**src/rtl/led_ctrl_pkg.sv**
```systemverilog
// Shared mode encoding, pattern lengths and the LED pattern lookup for the LED sequencer.
package led_ctrl_pkg;

  localparam int LED_W = 8;
  localparam int POS_W = 4;

  typedef enum logic [1:0] {
    MODE_OFF    = 2'd0,
    MODE_WALK   = 2'd1,
    MODE_BOUNCE = 2'd2,
    MODE_BLINK  = 2'd3
  } mode_e;

  localparam logic [POS_W-1:0] LAST_OFF    = POS_W'(0);
  localparam logic [POS_W-1:0] LAST_WALK   = POS_W'(7);
  localparam logic [POS_W-1:0] LAST_BOUNCE = POS_W'(13);
  localparam logic [POS_W-1:0] LAST_BLINK  = POS_W'(1);

  localparam logic [LED_W-1:0] LED_ONE = LED_W'(1);

  function automatic logic [POS_W-1:0] last_pos(input mode_e m);
    case (m)
      MODE_WALK:   last_pos = LAST_WALK;
      MODE_BOUNCE: last_pos = LAST_BOUNCE;
      MODE_BLINK:  last_pos = LAST_BLINK;
      default:     last_pos = LAST_OFF;
    endcase
  endfunction

  function automatic logic [LED_W-1:0] pattern(input mode_e m, input logic [POS_W-1:0] pos);
    logic [POS_W-1:0] mirror;
    mirror = POS_W'(14) - pos;
    case (m)
      MODE_WALK:   pattern = LED_ONE << pos[2:0];
      // The return leg retraces the outward leg without repeating either end LED.
      MODE_BOUNCE: pattern = (pos < POS_W'(8)) ? (LED_ONE << pos[2:0]) : (LED_ONE << mirror[2:0]);
      MODE_BLINK:  pattern = pos[0] ? '0 : '1;
      default:     pattern = '0;
    endcase
  endfunction

endpackage

```
**src/rtl/led_prescaler.sv**
```systemverilog
// Step prescaler: counts 0..STEP_DIV-1 and raises o_tick during the terminal count.
module led_prescaler #(
  parameter int STEP_DIV = 1000000,
  parameter int DIV_W    = 20
) (
  input  logic i_clk,
  input  logic i_reset,
  output logic o_tick
);

  localparam logic [DIV_W-1:0] CNT_MAX = DIV_W'(STEP_DIV - 1);

  logic [DIV_W-1:0] cnt_p1;

  assign o_tick = (cnt_p1 == CNT_MAX);

  always_ff @(posedge i_clk) begin
    if (i_reset)     cnt_p1 <= '0;
    else if (o_tick) cnt_p1 <= '0;
    else             cnt_p1 <= cnt_p1 + DIV_W'(1);
  end

endmodule

```
**src/rtl/led_pattern_ctrl.sv**
```systemverilog
// LED bank sequencer: applies handshaked mode requests only at pattern boundaries.
// Optional LED_CTRL_PWM_EN adds an i_duty brightness control on o_led.
module led_pattern_ctrl
  import led_ctrl_pkg::*;
#(
  parameter int STEP_DIV = 1000000,
  parameter int DIV_W    = 20
) (
  input  logic             i_clk,
  input  logic             i_reset,
`ifdef LED_CTRL_PWM_EN
  input  logic [3:0]       i_duty,
`endif
  input  logic             i_mode_valid,
  input  logic [1:0]       i_mode,
  output logic             o_mode_ready,
  output logic [1:0]       o_mode,
  output logic [LED_W-1:0] o_led,
  output logic             o_step,
  output logic             o_busy
);

  logic             tick;
  mode_e            mode_p1, mode_d;
  logic [POS_W-1:0] pos_p1, pos_d;
  logic [LED_W-1:0] pat_p1, pat_d;
  logic             step_p1;
  logic             vld_p1, vld_d;
  mode_e            pend_mode_p1, pend_mode_d;

  led_prescaler #(
    .STEP_DIV (STEP_DIV),
    .DIV_W    (DIV_W)
  ) u_prescaler (
    .i_clk   (i_clk),
    .i_reset (i_reset),
    .o_tick  (tick)
  );

  always_comb begin
    mode_d      = mode_p1;
    pos_d       = pos_p1;
    pat_d       = pat_p1;
    vld_d       = vld_p1;
    pend_mode_d = pend_mode_p1;
    if (tick) begin
      if (vld_p1 && (pos_p1 == last_pos(mode_p1))) begin
        mode_d = pend_mode_p1;
        pos_d  = '0;
        pat_d  = pattern(pend_mode_p1, '0);
        vld_d  = 1'b0;
      end else begin
        pos_d = (pos_p1 == last_pos(mode_p1)) ? '0 : pos_p1 + POS_W'(1);
        pat_d = pattern(mode_p1, pos_d);
      end
    end
    // Accept and apply are exclusive: accept needs an empty slot, apply needs a full one.
    if (!vld_p1 && i_mode_valid) begin
      vld_d       = 1'b1;
      pend_mode_d = mode_e'(i_mode);
    end
  end

  // Stage p1: mode, position, pattern and pending-request registers
  always_ff @(posedge i_clk) begin
    if (i_reset) begin
      mode_p1 <= MODE_OFF;
      pos_p1  <= '0;
      pat_p1  <= '0;
      step_p1 <= 1'b0;
      vld_p1  <= 1'b0;
    end else begin
      mode_p1 <= mode_d;
      pos_p1  <= pos_d;
      pat_p1  <= pat_d;
      step_p1 <= tick;
      vld_p1  <= vld_d;
    end
  end

  always_ff @(posedge i_clk) begin
    pend_mode_p1 <= pend_mode_d;
  end

  assign o_mode_ready = ~vld_p1;
  assign o_busy       = vld_p1;
  assign o_mode       = mode_p1;
  assign o_step       = step_p1;

`ifdef LED_CTRL_PWM_EN
  logic [3:0] pwm_cnt_p1;

  always_ff @(posedge i_clk) begin
    if (i_reset) pwm_cnt_p1 <= '0;
    else         pwm_cnt_p1 <= pwm_cnt_p1 + 4'd1;
  end

  assign o_led = pat_p1 & {LED_W{pwm_cnt_p1 < i_duty}};
`else
  assign o_led = pat_p1;
`endif

endmodule

```
**config.mk**
```make
export PLATFORM = sky130hd
export DESIGN_NAME = led_pattern_ctrl
export DESIGN_NICKNAME = d
export VERILOG_FILES = /design/src/rtl/led_ctrl_pkg.sv /design/src/rtl/led_prescaler.sv /design/src/rtl/led_pattern_ctrl.sv
export SDC_FILE = /design/constraint.sdc
export NUM_CORES = 1
export LEC_CHECK = 0
export BUFFER_PORTS_ARGS = -buffer_cell sky130_fd_sc_hd__buf_2
export CAP_MARGIN = 20
export CORE_ASPECT_RATIO = 1.5
export CORE_UTILIZATION = 53
export DETAILED_ROUTE_END_ITERATION = 8
export PLACE_DENSITY = 0.75
export SLEW_MARGIN = 20
export SYNTH_ARGS = -nofsm -noshare
export SYNTH_HDL_FRONTEND = slang
export SYNTH_SLANG_ARGS = --single-unit
```
**constraint.sdc**
```tcl
create_clock -name i_clk -period 2.2 [get_ports i_clk]
set_clock_uncertainty 0.15 [all_clocks]
set_input_delay 0.66 -clock i_clk [delete_from_list [all_inputs] [get_ports i_clk]]
set_output_delay 0.66 -clock i_clk [all_outputs]
set_load 0.01 [all_outputs]
```
==> reports/qor.yml <==
cell_by_cell_trace_of_the_critical_path: "or4b_4 > nor3_4 > nand4_4 > or4b_4 > a21oi_2"
layout.cells.most_common_list: "40 x sky130_fd_sc_hd__buf_4, 32 x sky130_fd_sc_hd__nor2_1, 32 x sky130_fd_sc_hd__dfxtp_1"
grt_first_pass_wirelength_um: 8190
worst_ep_arrival_time_ns: 2.34
vdd_ir_drop_max_mv: 0.5059
cp-end-kind: "flop"
drt-pass1-iter-count: 4
rsz0062_at_grt: "true"
commonest_non_fill_non_tap_cell_in_the_layout: "sky130_fd_sc_hd__buf_4"
post_drt_via_cell_ratio: 5.885
synth-async-reset-ratio: 0
routed_wire_length_per_instance_um: 15.90
timing.critical_path.slowest_cell_delay_ns: 0.57
cts_buffers: 5
post_synth_instance_area_um2: 2147
grt_use_total: 0.2661
result_of_the_run: "complete, but fails checks"
post-route-min-period_ns: 2.254
worstRegToRegCells: 5
tns_ns: -0.2113
grt_start_max_net_pins: 16
finish.net_count: 324
synth.lib_cells_used.distinct: 49
max_slew.worst_pin.slew_ns: 0.5159
yosysWarningCount: 0
cts_root_buf: "sky130_fd_sc_hd__clkbuf_8"
number_of_flops_mapped_to_enable_cells_by_yosys: 2
pwr_density_cell_nw_per_um2: 494.0
syn2layout_area_growth_pct: 37.30
sequential_cell_area_fraction_in_the_yosys_report: 0.3636
violations: "negative setup slack"
count_of_cells_along_the_worst_hold_path: 2
layout-drive-gt1-share: 0.3782
total_count_of_max_transition_violations_in_the_final_report: 0
slowest_stage: "sky130_fd_sc_hd__or4b_4"
hp-class: "reg2reg"
cts_buffer_depth: 2
htreeDepth: 2
first_global_vias: 1913
synth.ff_latch_count: 38
worst_ep_required_time_ns: 2.28
grt_antenna_before_repair: 0
boundaryPins: 18
vias: 2101
antenna_left: 0
insertedDiodeCount: 0
total_length_of_routed_wires_um: 5675
maximum_fanout_count_along_the_critical_path: 8
worst_path_most_repeated_cell: "sky130_fd_sc_hd__or4b_4"
start_kind: "flop"
max_cap_violations: 0
power.leakage_nw: 1.180
core.rowCount: 28
hpwlAfterDp_um: 3770
cts_tree: "built"
port_buffers: 17
final_critical_path_setup_slack_ns: -0.05354
synth_cells: 255
initialDrtViolationCount: 57
dominantRegCellSynth: "sky130_fd_sc_hd__dfxtp_1"
final-hold-violation-count: 0
max_freq_mhz: 443.7
die_x_um: 53.97
coreArea_um2: 3924
placement.setup.worst_slack_ns: -0.1246
die_area_um2: 4315
clkLatencyLatePin_ns: 0.30
clk_pin_slew_worst_paths_ns: 0.08
path_class: "reg2reg"
final.period_utilization: 1.024
syn_nets: 268
die-height_um: 79.95
start_util: 0.5472
finalSetupViolCount: 5
drc: 0
grt_overflow: 0
clock_sinks: 38
worst_slew_margin_rel: 0.6549
gp_congestion: 0.8685
syn_area_per_cell_um2: 8.420
[where the power goes]
group / total [mW] / switching [mW] / internal [mW] / leakage, nW
clock network: 0.698 / 0.260 / 0.438 / 0.0696
logic: 0.0511 / 0.0287 / 0.0224 / 0.798
registers: 0.707 / 0.00655 / 0.700 / 0.312
total: 1.46 / 0.295 / 1.16 / 1.18
[layer usage]
metal | global-route usage | share of wire
met4 | 0.1846 | 0.047
met3 | 0.05143 | 0.030
met2 | 0.4926 | 0.55
met1 | 0.2413 | 0.37
met5 | 0 | 0
[worst max-delay path, delay by kind of cell, from the launching register on]
family	cells	cell delay (ns)
AOI/OAI and AO/OA	1	0.13
and+or+nand+nor	4	1.61
DFF	1	0.31
[repair_timing]
action / in CTS / in global routing
resized for setup: 18 / 31
setup endpoints to repair: 8 / 10
setup buffers: 3 / 4
pin swaps: 9 / 15
hold buffers: 0 / 0
[flip-flops by register name, summed over array words and instances, names as in the netlist]
name,count
u_prescaler.cnt_p1,20
o_led,8
o_mode,2
o_busy,1
pend_mode_p1,2
o_step,1
pos_p1,4
[layout make-up]
cell class / count / area (um^2)
Multi-Input combinational cell: 196 / 1499
Fill cell: 275 / 975.9
Sequential cell: 38 / 788.3
Timing Repair Buffer: 61 / 430.4
Clock buffer: 7 / 107.6
Tap cell: 45 / 56.30
Inverter: 9 / 36.28
Clock inverter: 1 / 30.03
[synthesized netlist by cell type, drive strengths merged (4+ instances only)]
| cell type | instances | area share |
|---|---|---|
| o21ai | 11 | 0.026 |
| dfxtp | 36 | 0.34 |
| or3 | 8 | 0.023 |
| nor2 | 33 | 0.059 |
| and3 | 4 | 0.012 |
| nand3 | 12 | 0.028 |
| clkbuf | 7 | 0.012 |
| nor4 | 4 | 0.026 |
| inv | 9 | 0.016 |
| nand2 | 15 | 0.026 |
| xnor2 | 9 | 0.037 |
| mux2i | 4 | 0.019 |
| ha | 8 | 0.047 |
| a21oi | 22 | 0.053 |
| nand4 | 6 | 0.020 |
| nor3 | 9 | 0.026 |
| xor2 | 14 | 0.057 |
| buf | 5 | 0.015 |
[metrics by stage]
stage | power, mW | utilization | std cells | instance area, um^2 | hold WS [ns]
2_1_floorplan | 0.7471 | - | 255 | 2183 | 0.2995
3_3_place_gp | 0.7699 | 0.6460 | 342 | 2535 | 0.3353
3_5_place_dp | 0.7706 | 0.6460 | 342 | 2535 | 0.3396
4_1_cts | 1.463 | 0.7070 | 353 | 2774 | 0.3583
5_1_grt | 1.501 | 0.7513 | 357 | 2948 | 0.3834
6_report | 1.456 | 0.7513 | 357 | 2948 | 0.3537
[logic make-up after synthesis]
kind of cell	after synthesis	share of synthesized area
adder cells (fa/ha/maj)	8	0.04662
AND/OR/NAND/NOR	111	0.2949
buffers and inverters	21	0.04254
flip-flops	38	0.3636
AO/OA/AOI/OAI	50	0.1399
XOR/XNOR	23	0.09383
multiplexers	4	0.01865
[path summary, 6_finish.rpt]
path | start | end | slack, ns
worst max-delay path | u_prescaler.cnt_p1[6] | pos_p1[2] | -0.05
worst max register to register | u_prescaler.cnt_p1[6] | pos_p1[2] | -0.05
worst min-delay path | o_led[5] | o_led[5] | 0.35
worst min register to register | o_led[5] | o_led[5] | 0.35
Note: power is estimated with default switching activity, not from simulation.
